## src/rtl/rootvoter_pkg.sv

```systemverilog
`default_nettype none
// ==========================================================================
// rootvoter_pkg : shared FSM encoding and reset constants for root voter
// Rev 1.0
// ==========================================================================
package rootvoter_pkg;

  typedef enum logic [2:0] {
    IDLE    = 3'd0,
    ARMED   = 3'd1,
    WAIT    = 3'd2,
    DONE    = 3'd3,
    TIMEOUT = 3'd4
  } state_t;

  localparam logic [15:0] c_TIMEOUT_RST = 16'd255;

endpackage
`default_nettype wire

```

## src/rtl/timeout_counter.sv

```systemverilog
`default_nettype none
// ==========================================================================
// timeout_counter : loadable down-counter, expired flags a zero count
// Rev 1.0
// ==========================================================================
module timeout_counter #(
  parameter int DWIDTH = 16
) (
  input  logic              clk,
  input  logic              rstn,
  input  logic              load,
  input  logic              en,
  input  logic [DWIDTH-1:0] din,
  output logic              expired
);

  logic [DWIDTH-1:0] r_cnt;

  // Load wins over decrement so a fresh window always starts at the full value.
  always_ff @(posedge clk or negedge rstn) begin
    if (!rstn) begin
      r_cnt <= '0;
    end else if (load) begin
      r_cnt <= din;
    end else if (en) begin
      r_cnt <= r_cnt - 1'b1;
    end
  end

  assign expired = (r_cnt == '0);

endmodule
`default_nettype wire

```

## src/rtl/rootvoter_timeout_ctrl.sv

```systemverilog
`default_nettype none
// ==========================================================================
// rootvoter_timeout_ctrl : arms a timeout window on first core result and
// issues one vote request on full arrival or expiry.  Rev 1.0
// ==========================================================================
module rootvoter_timeout_ctrl
  import rootvoter_pkg::*;
#(
  parameter int                NCORES      = 4,
  parameter int                DWIDTH      = 16,
  parameter logic [DWIDTH-1:0] TIMEOUT_RST = DWIDTH'(c_TIMEOUT_RST)
) (
  input  logic              clk,
  input  logic              rstn,
  input  logic              cfg_we,
  input  logic [DWIDTH-1:0] cfg_timeout,
  input  logic              start,
  input  logic              clear,
  input  logic [NCORES-1:0] core_done,
  output logic              busy,
  output logic              vote_req,
  output logic              timeout_flag,
  output logic [NCORES-1:0] arrived,
  output logic [NCORES-1:0] missing,
  output logic [2:0]        state_o
);

  state_t            r_state;
  state_t            w_state_nxt;
  logic [NCORES-1:0] r_arrived;
  logic [NCORES-1:0] w_arrived_nxt;
  logic [NCORES-1:0] w_arr_or;
  logic [DWIDTH-1:0] r_cfg;
  logic              r_vote_req;
  logic              w_vote_nxt;
  logic              w_load;
  logic              w_en;
  logic              w_expired;
  logic              w_any;
  logic              w_all;

  assign w_arr_or = r_arrived | core_done;
  assign w_any    = |core_done;
  assign w_all    = &w_arr_or;

  always_ff @(posedge clk or negedge rstn) begin
    if (!rstn) begin
      r_cfg <= TIMEOUT_RST;
    end else if (cfg_we) begin
      r_cfg <= cfg_timeout;
    end
  end

  always_comb begin
    w_state_nxt   = r_state;
    w_arrived_nxt = r_arrived;
    w_load        = 1'b0;
    if (clear) begin
      w_state_nxt   = IDLE;
      w_arrived_nxt = '0;
    end else begin
      case (r_state)
        IDLE: begin
          if (start) begin
            w_state_nxt   = ARMED;
            w_arrived_nxt = '0;
          end
        end
        ARMED: begin
          if (w_any) begin
            w_arrived_nxt = w_arr_or;
            w_load        = 1'b1;
            w_state_nxt   = w_all ? DONE : WAIT;
          end
        end
        WAIT: begin
          // A last arrival on the expiry edge still counts as complete.
          w_arrived_nxt = w_arr_or;
          if (w_all) begin
            w_state_nxt = DONE;
          end else if (w_expired) begin
            w_state_nxt = TIMEOUT;
          end
        end
        DONE, TIMEOUT: begin
          w_state_nxt = r_state;
        end
        default: begin
          w_state_nxt   = IDLE;
          w_arrived_nxt = '0;
        end
      endcase
    end
  end

  assign w_en       = (r_state == WAIT) && !w_expired;
  assign w_vote_nxt = ((w_state_nxt == DONE) || (w_state_nxt == TIMEOUT)) &&
                      !((r_state == DONE) || (r_state == TIMEOUT));

  always_ff @(posedge clk or negedge rstn) begin
    if (!rstn) begin
      r_state    <= IDLE;
      r_arrived  <= '0;
      r_vote_req <= 1'b0;
    end else begin
      r_state    <= w_state_nxt;
      r_arrived  <= w_arrived_nxt;
      r_vote_req <= w_vote_nxt;
    end
  end

  timeout_counter #(
    .DWIDTH (DWIDTH)
  ) u_timeout_counter (
    .clk     (clk),
    .rstn    (rstn),
    .load    (w_load),
    .en      (w_en),
    .din     (r_cfg),
    .expired (w_expired)
  );

  assign busy         = (r_state == ARMED) || (r_state == WAIT);
  assign vote_req     = r_vote_req;
  assign timeout_flag = (r_state == TIMEOUT);
  assign arrived      = r_arrived;
  assign missing      = (r_state == TIMEOUT) ? ~r_arrived : '0;
  assign state_o      = r_state;

endmodule
`default_nettype wire

```

## config.mk

```make
export PLATFORM = sky130hd
export DESIGN_NAME = rootvoter_timeout_ctrl
export DESIGN_NICKNAME = d
export VERILOG_FILES = /design/src/rtl/rootvoter_pkg.sv /design/src/rtl/timeout_counter.sv /design/src/rtl/rootvoter_timeout_ctrl.sv
export SDC_FILE = /design/constraint.sdc
export NUM_CORES = 1
export LEC_CHECK = 0
export CAP_MARGIN = 30
export CELL_PAD_IN_SITES_DETAIL_PLACEMENT = 0
export CELL_PAD_IN_SITES_GLOBAL_PLACEMENT = 1
export CORE_MARGIN = 4
export CORE_UTILIZATION = 43
export CTS_CLUSTER_DIAMETER = 40
export DETAILED_ROUTE_END_ITERATION = 16
export PLACE_DENSITY_LB_ADDON = 0.1
export SLEW_MARGIN = 10
export SYNTH_ARGS = -nofsm -noshare
export SYNTH_HDL_FRONTEND = slang
export SYNTH_HIERARCHICAL = 1
export SYNTH_SLANG_ARGS = --single-unit
```

## constraint.sdc

```tcl
create_clock -name clk -period 6.5 [get_ports clk]
set_input_delay 0.65 -clock clk [delete_from_list [all_inputs] [get_ports clk]]
set_output_delay 0.65 -clock clk [all_outputs]
set_load 0.05 [all_outputs]
```

==> Word level (Yosys, flattened, before mapping) <==
Index checks and enable logic that the tools add are counted.
{ "classes": {"n_addsub": 1, "eq_ne": 9, "n_mux": 17, "n_bitwise": 2, "n_reduce_logical": 14} }
{ "op_table": {"columns": ["op", "n"], "rows": [
  ["two-way mux 16 bit", 2],
  ["zero test 16 bit", 1],
  ["two-way mux 4 bit", 4],
  ["one-hot mux 4 bit (4 select lines)", 1],
  ["subtractor 16 x 1 -> 16 bit, second input constant", 1],
  ["two-way mux 3 bit", 5],
  ["one-hot mux 3 bit (4 select lines)", 1],
  ["equality test 3 x 2 -> 1 bit, second input constant", 3],
  ["equality test 3 bit, second input constant", 2],
  ["!= test 3 bit, second input constant", 2],
  ["two-way mux 1 bit", 4],
  ["inverter 4 bit", 1],
  ["OR 4 bit", 1],
  ["AND reduction 4 bit", 1],
  ["OR reduction 4 bit", 1],
  ["equality test 3 x 1 -> 1 bit, second input constant", 1],
  ["zero test 3 bit", 1],
  ["logical OR 1 bit", 3],
  ["AND reduction 3 bit", 1],
  ["logical AND 1 bit", 2],
  ["zero test 1 bit", 2],
  ["!= test 2 bit, second input constant", 1],
  ["nonzero test 2 bit", 1],
  ["OR reduction 2 bit", 1]
]} }
{ "totals": {"regBits": 40, "inputBits": 25, "output_inout_bits": 14, "word_cells": 48} }

==> Logic depth before layout (Yosys ltp) <==
{ "depth": {"ltp_word": 9, "ltp_mapped": 12} }

==> Hierarchy <==
The synthesis kept the hierarchy.
{ "modules_own_cells": {"columns": ["module", "n_inst", "cells_per_inst", "area_each_um2", "seq_area_each_um2"], "rows": [
  ["rootvoter_timeout_ctrl", 1, 88, 1079.8, 610.6],
  ["timeout_counter", 1, 111, 1028.5, 400.4]
]} }

==> Worst setup path before layout <==
OpenSTA, ideal clock, no wires.
{ "synth_path": {"kind": "reg-to-reg", "startpoint": "reg u_timeout_counter.r_cnt[4]", "endpoint": "reg u_timeout_counter.r_cnt[13]", "setup_time_ns": 0.126, "arrival_ns": 2.625, "t_required_ns": 6.374, "path_slack_ns": 3.749, "stages_incl_launch_ff": 12, "n_path_buf": 4, "cell_sequence": "dfrtp_1 > or4_4 > buf_6 > buf_8 > or4b_4 > nor3_2 > nor3_1 > buf_2 > or4b_1 > buf_2 > nor4_1 > a221o_1"} }
{ "synth_between": {"elab_chain_cells": 4, "elab_cells_between_ends": 7, "cone_classes": "add/sub (1); mux (2); reduce/logical (4)"} }
{ "synth_rtl": {"columns": ["item", "line", "source"], "rows": [
  ["start: declaration", "timeout_counter.sv:17", "logic [DWIDTH-1:0] r_cnt;"],
  ["start signal: assignment", "timeout_counter.sv:24", "r_cnt <= din;"],
  ["start signal: assignment", "timeout_counter.sv:26", "r_cnt <= r_cnt - 1'b1;"],
  ["zero test 16 bit", "timeout_counter.sv:30", "assign expired = (r_cnt == '0);"],
  ["net w_expired", "rootvoter_timeout_ctrl.sv:38", "logic w_expired;"],
  ["zero test 1 bit", "rootvoter_timeout_ctrl.sv:96", "assign w_en = (r_state == WAIT) && !w_expired;"],
  ["logical AND 1 bit", "rootvoter_timeout_ctrl.sv:96", null],
  ["net w_en", "rootvoter_timeout_ctrl.sv:37", "logic w_en;"],
  ["nonzero test 2 bit (no line)", null, null]
]} }
The timed path passes the listed nets, and every way through them passes these cells. The select of a mux whose other input is x is not followed.
A chain may end at the register's enable or synchronous reset.

==> Worst setup path after layout <==
{ "layout_path": {"startpoint": "reg u_timeout_counter.r_cnt[3]", "endpoint": "reg u_timeout_counter.r_cnt[11]"} }
Same word-level chain as after synthesis.

==> impl_metrics.ini <==
[run_status]
outcome = complete, no violations

[synthesis]
synth-xor-area-share_pct = 1.25
yosys-top-cells-area = dfrtp_1 (38%), dfstp_2 (10%), mux2_2 (9.1%), nor2_1 (4.1%), o21ai_0 (2.1%)
synth-edff-count = 0
postSynth.asyncResetShare_pct = 100
synth.yosys.seq_area_share_pct = 48.0
synth_top_cell_area_share_pct = 38.0
synth_top_family_by_area = simple AND/OR/NAND/NOR gates
synth-simple-area-share_pct = 20.5
synthFlopType = dfrtp_1
avgSynthCellArea_sq_um = 10.6
synth_mux_area_share_pct = 9.08
synthCells = 199
ys_warn_count = 6
synth_compound_area_share_pct = 15.3
synth-seq-cells = 40
ys_types = 48
yosysTopAreaCell = dfrtp_1
syn_nets = 225
synth_fa_ha_area_share_pct = 0.593
syn_area_sq_um = 2110

[worst_setup_path]
rrSetupSlack_ns = 3.48
cp_max_fo = 15
path_cells = or4_4, or4b_4, nor3_2, nor3_1, or4b_1, or4_1, a31oi_1
r2r_end = u_timeout_counter/r_cnt[11]
worst_r2r_path_depth = 7
cp_slowest_cell = or4b_1
reg2reg_from = u_timeout_counter/r_cnt[3]
worstPathRequired_ns = 6.71
crit_type = register to register
start_kind = register
critical_path.max_stage_delay_ns = 0.71
worstPathArrival_ns = 3.23
end_kind = register

[routing]
drt-initial-drc-count = 184
wirelength_mm = 4.56
viasPerCell = 5.57
ant_nets = 0
drtPass1Iterations = 4
avgRoutedWirePerCell_microns = 15.2
drc = 0
vias = 1664

[cells_and_area]
fin_cells = 299
final_nets = 257
antenna_cells = 0
seq_area_sq_um = 1010
multiInputGateArea_sq_um = 991
drive_gt1_share_pct = 19.4
area_growth_syn_to_layout_pct = 22.8
fill_cells = 425
final_area_sq_um = 2590

[flow_run]
drv_cap = 0

[placement]
placed_cell_area_sq_um = 2490
gp_congestion = 0.861
pre_cts_ws_ns = 3.51
portBuffers = 38
hpwl_mm = 3.32
dp_cells = 290

[clock_network]
clk_pin_slew_ns = 0.07
cts_tree = done
cts_max_path_buffers = 2
cts_resized = 0
insertion_delay_ns = 0.28
ctsRootBufferMaster = clkbuf_8
cts.sinks = 40
cts_setup_buffers = 0
cts_buffers = 5
h-tree-depth = 2
ctsHoldBuffers = 0

[sta]
setup_viol = 0
finClkSkew_ns = 0.00698
slew_violations = 0
fmax_ghz = 0.331
rsz0062_at_grt = no
fin_ws_ns = 3.48
relSlewSlack_pct = 49.9
fin_crit_ns = 3.02
tns_ns = 0
tightest_slew_ns = 0.749
period_share_pct = 46.5
finalHoldViolCount = 0

[global_routing]
grt-ovfl-total = 0
grt_antenna_before_repair = 0
track_usage_pct = 16.0
grt_pass1_vias = 1664
grt_pass1_wl_mm = 7.83
grt_max_degree = 41

[pwr]
peakVddDrop_uv = 149
leakage_uw = 0.000992
cellPowerDensity_nw_per_um2 = 298

[floorplan]
die_height_microns = 78.0
rows = 25
start_util_pct = 44.6
dieWidth_microns = 78.0
core_area_sq_um = 4720
dieArea_sq_um = 6090
ios = 39

[min_path]
holdCritPathClass = input port to asynchronous set/reset pin
==> synth_stat cells, types with 5 or more instances <==
cell,instances
buf_2,5
nor2_1,23
mux2_2,17
nand2_1,11
dfstp_2,8
dfrtp_1,32
a21oi_1,5
inv_1,5
a31oi_1,6
nor4_1,6
o21ai_0,9
or4_1,5
clkbuf_1,5
==> placed cells by master (no fill, tap or decap), types with 3 or more instances in the layout <==
master	Yosys	final
or4_1	5	5
o31ai_1	3	3
a31oi_1	6	6
xnor2_1	3	3
o21ai_0	9	9
dfrtp_1	32	32
nor2_1	23	23
dfstp_2	8	8
mux2_2	17	17
o41a_1	4	4
nor4_1	6	5
or2_2	3	3
clkdlybuf4s50_1	0	37
nand2_1	11	11
a21oi_1	5	5
inv_1	5	5
o311ai_0	3	3
a221o_1	4	4
nor2b_1	4	4
clkbuf_8	0	5
==> final cells by class <==
cell class,instances,share of cell area (%)
Tap cell,67,3.24
Timing Repair Buffer,40,15.6
Clock buffer,7,2.95
Sequential cell,40,39.1
Multi-Input combinational cell,139,38.3
Inverter,5,0.725
Clock inverter,1,0.193
==> registers in the layout, summed over array words and instances, names as in the netlist <==
signal and count:
u_timeout_counter/r_cnt 16, vote_req 1, r_cfg 16, state_o 3, arrived 4
==> worst max-delay path by stage <==
stage                          startpoint                           to  slack (ns)  depth (start not counted)
4_1_cts        u_timeout_counter/r_cnt[0]  u_timeout_counter/r_cnt[11]        3.50                          8
5_1_grt        u_timeout_counter/r_cnt[3]  u_timeout_counter/r_cnt[11]        3.32                          7
6_report       u_timeout_counter/r_cnt[3]  u_timeout_counter/r_cnt[11]        3.48                          7
2_1_floorplan  u_timeout_counter/r_cnt[4]  u_timeout_counter/r_cnt[13]        3.75                         11
3_5_place_dp   u_timeout_counter/r_cnt[3]  u_timeout_counter/r_cnt[11]        3.51                          7
3_3_place_gp   u_timeout_counter/r_cnt[3]  u_timeout_counter/r_cnt[11]        3.59                          7
==> cell families (layout without fill, tap and decap cells) <==
| kind of cell | Yosys count | after routing |
|---|---|---|
| AOI/OAI and AO/OA | 44 | 44 |
| xor gates and xnor gates | 3 | 3 |
| adders and majority gates | 1 | 1 |
| buffers and inverters | 20 | 53 |
| DFF | 40 | 40 |
| muxes | 17 | 17 |
| and+or+nand+nor | 74 | 74 |
==> per-stage QoR <==
step	total power [uW]	hold WS (ns)	utilization, %
2_1_floorplan	554	0.354	-
3_3_place_gp	607	0.478	52.7
3_5_place_dp	623	0.485	52.7
4_1_cts	781	0.497	54.4
5_1_grt	831	0.175	54.8
6_report	773	0.181	54.8
==> critical path, delay by kind of cell, from the launching register on <==
family             cells  cell delay (ns)
DFF                    1             0.47
AOI/OAI and AO/OA      1             0.17
and+or+nand+nor        6             2.31
==> per-layer routing <==
metal  up-vias  track usage [%]  share of wire (%)
li1        806                -                  -
met5         -                0                  0
met4         0             4.90               0.55
met1       804             21.0                 45
met2        52             25.6                 48
met3         2             4.82                6.8
==> power breakdown <==
part           leakage [uW]  switching [uW]  internal, uW
Sequential         0.000474            69.7           314
Clock             0.0000422            77.4          75.2
Combinational      0.000476             119           117
Note: power is estimated with default switching activity, not from simulation.
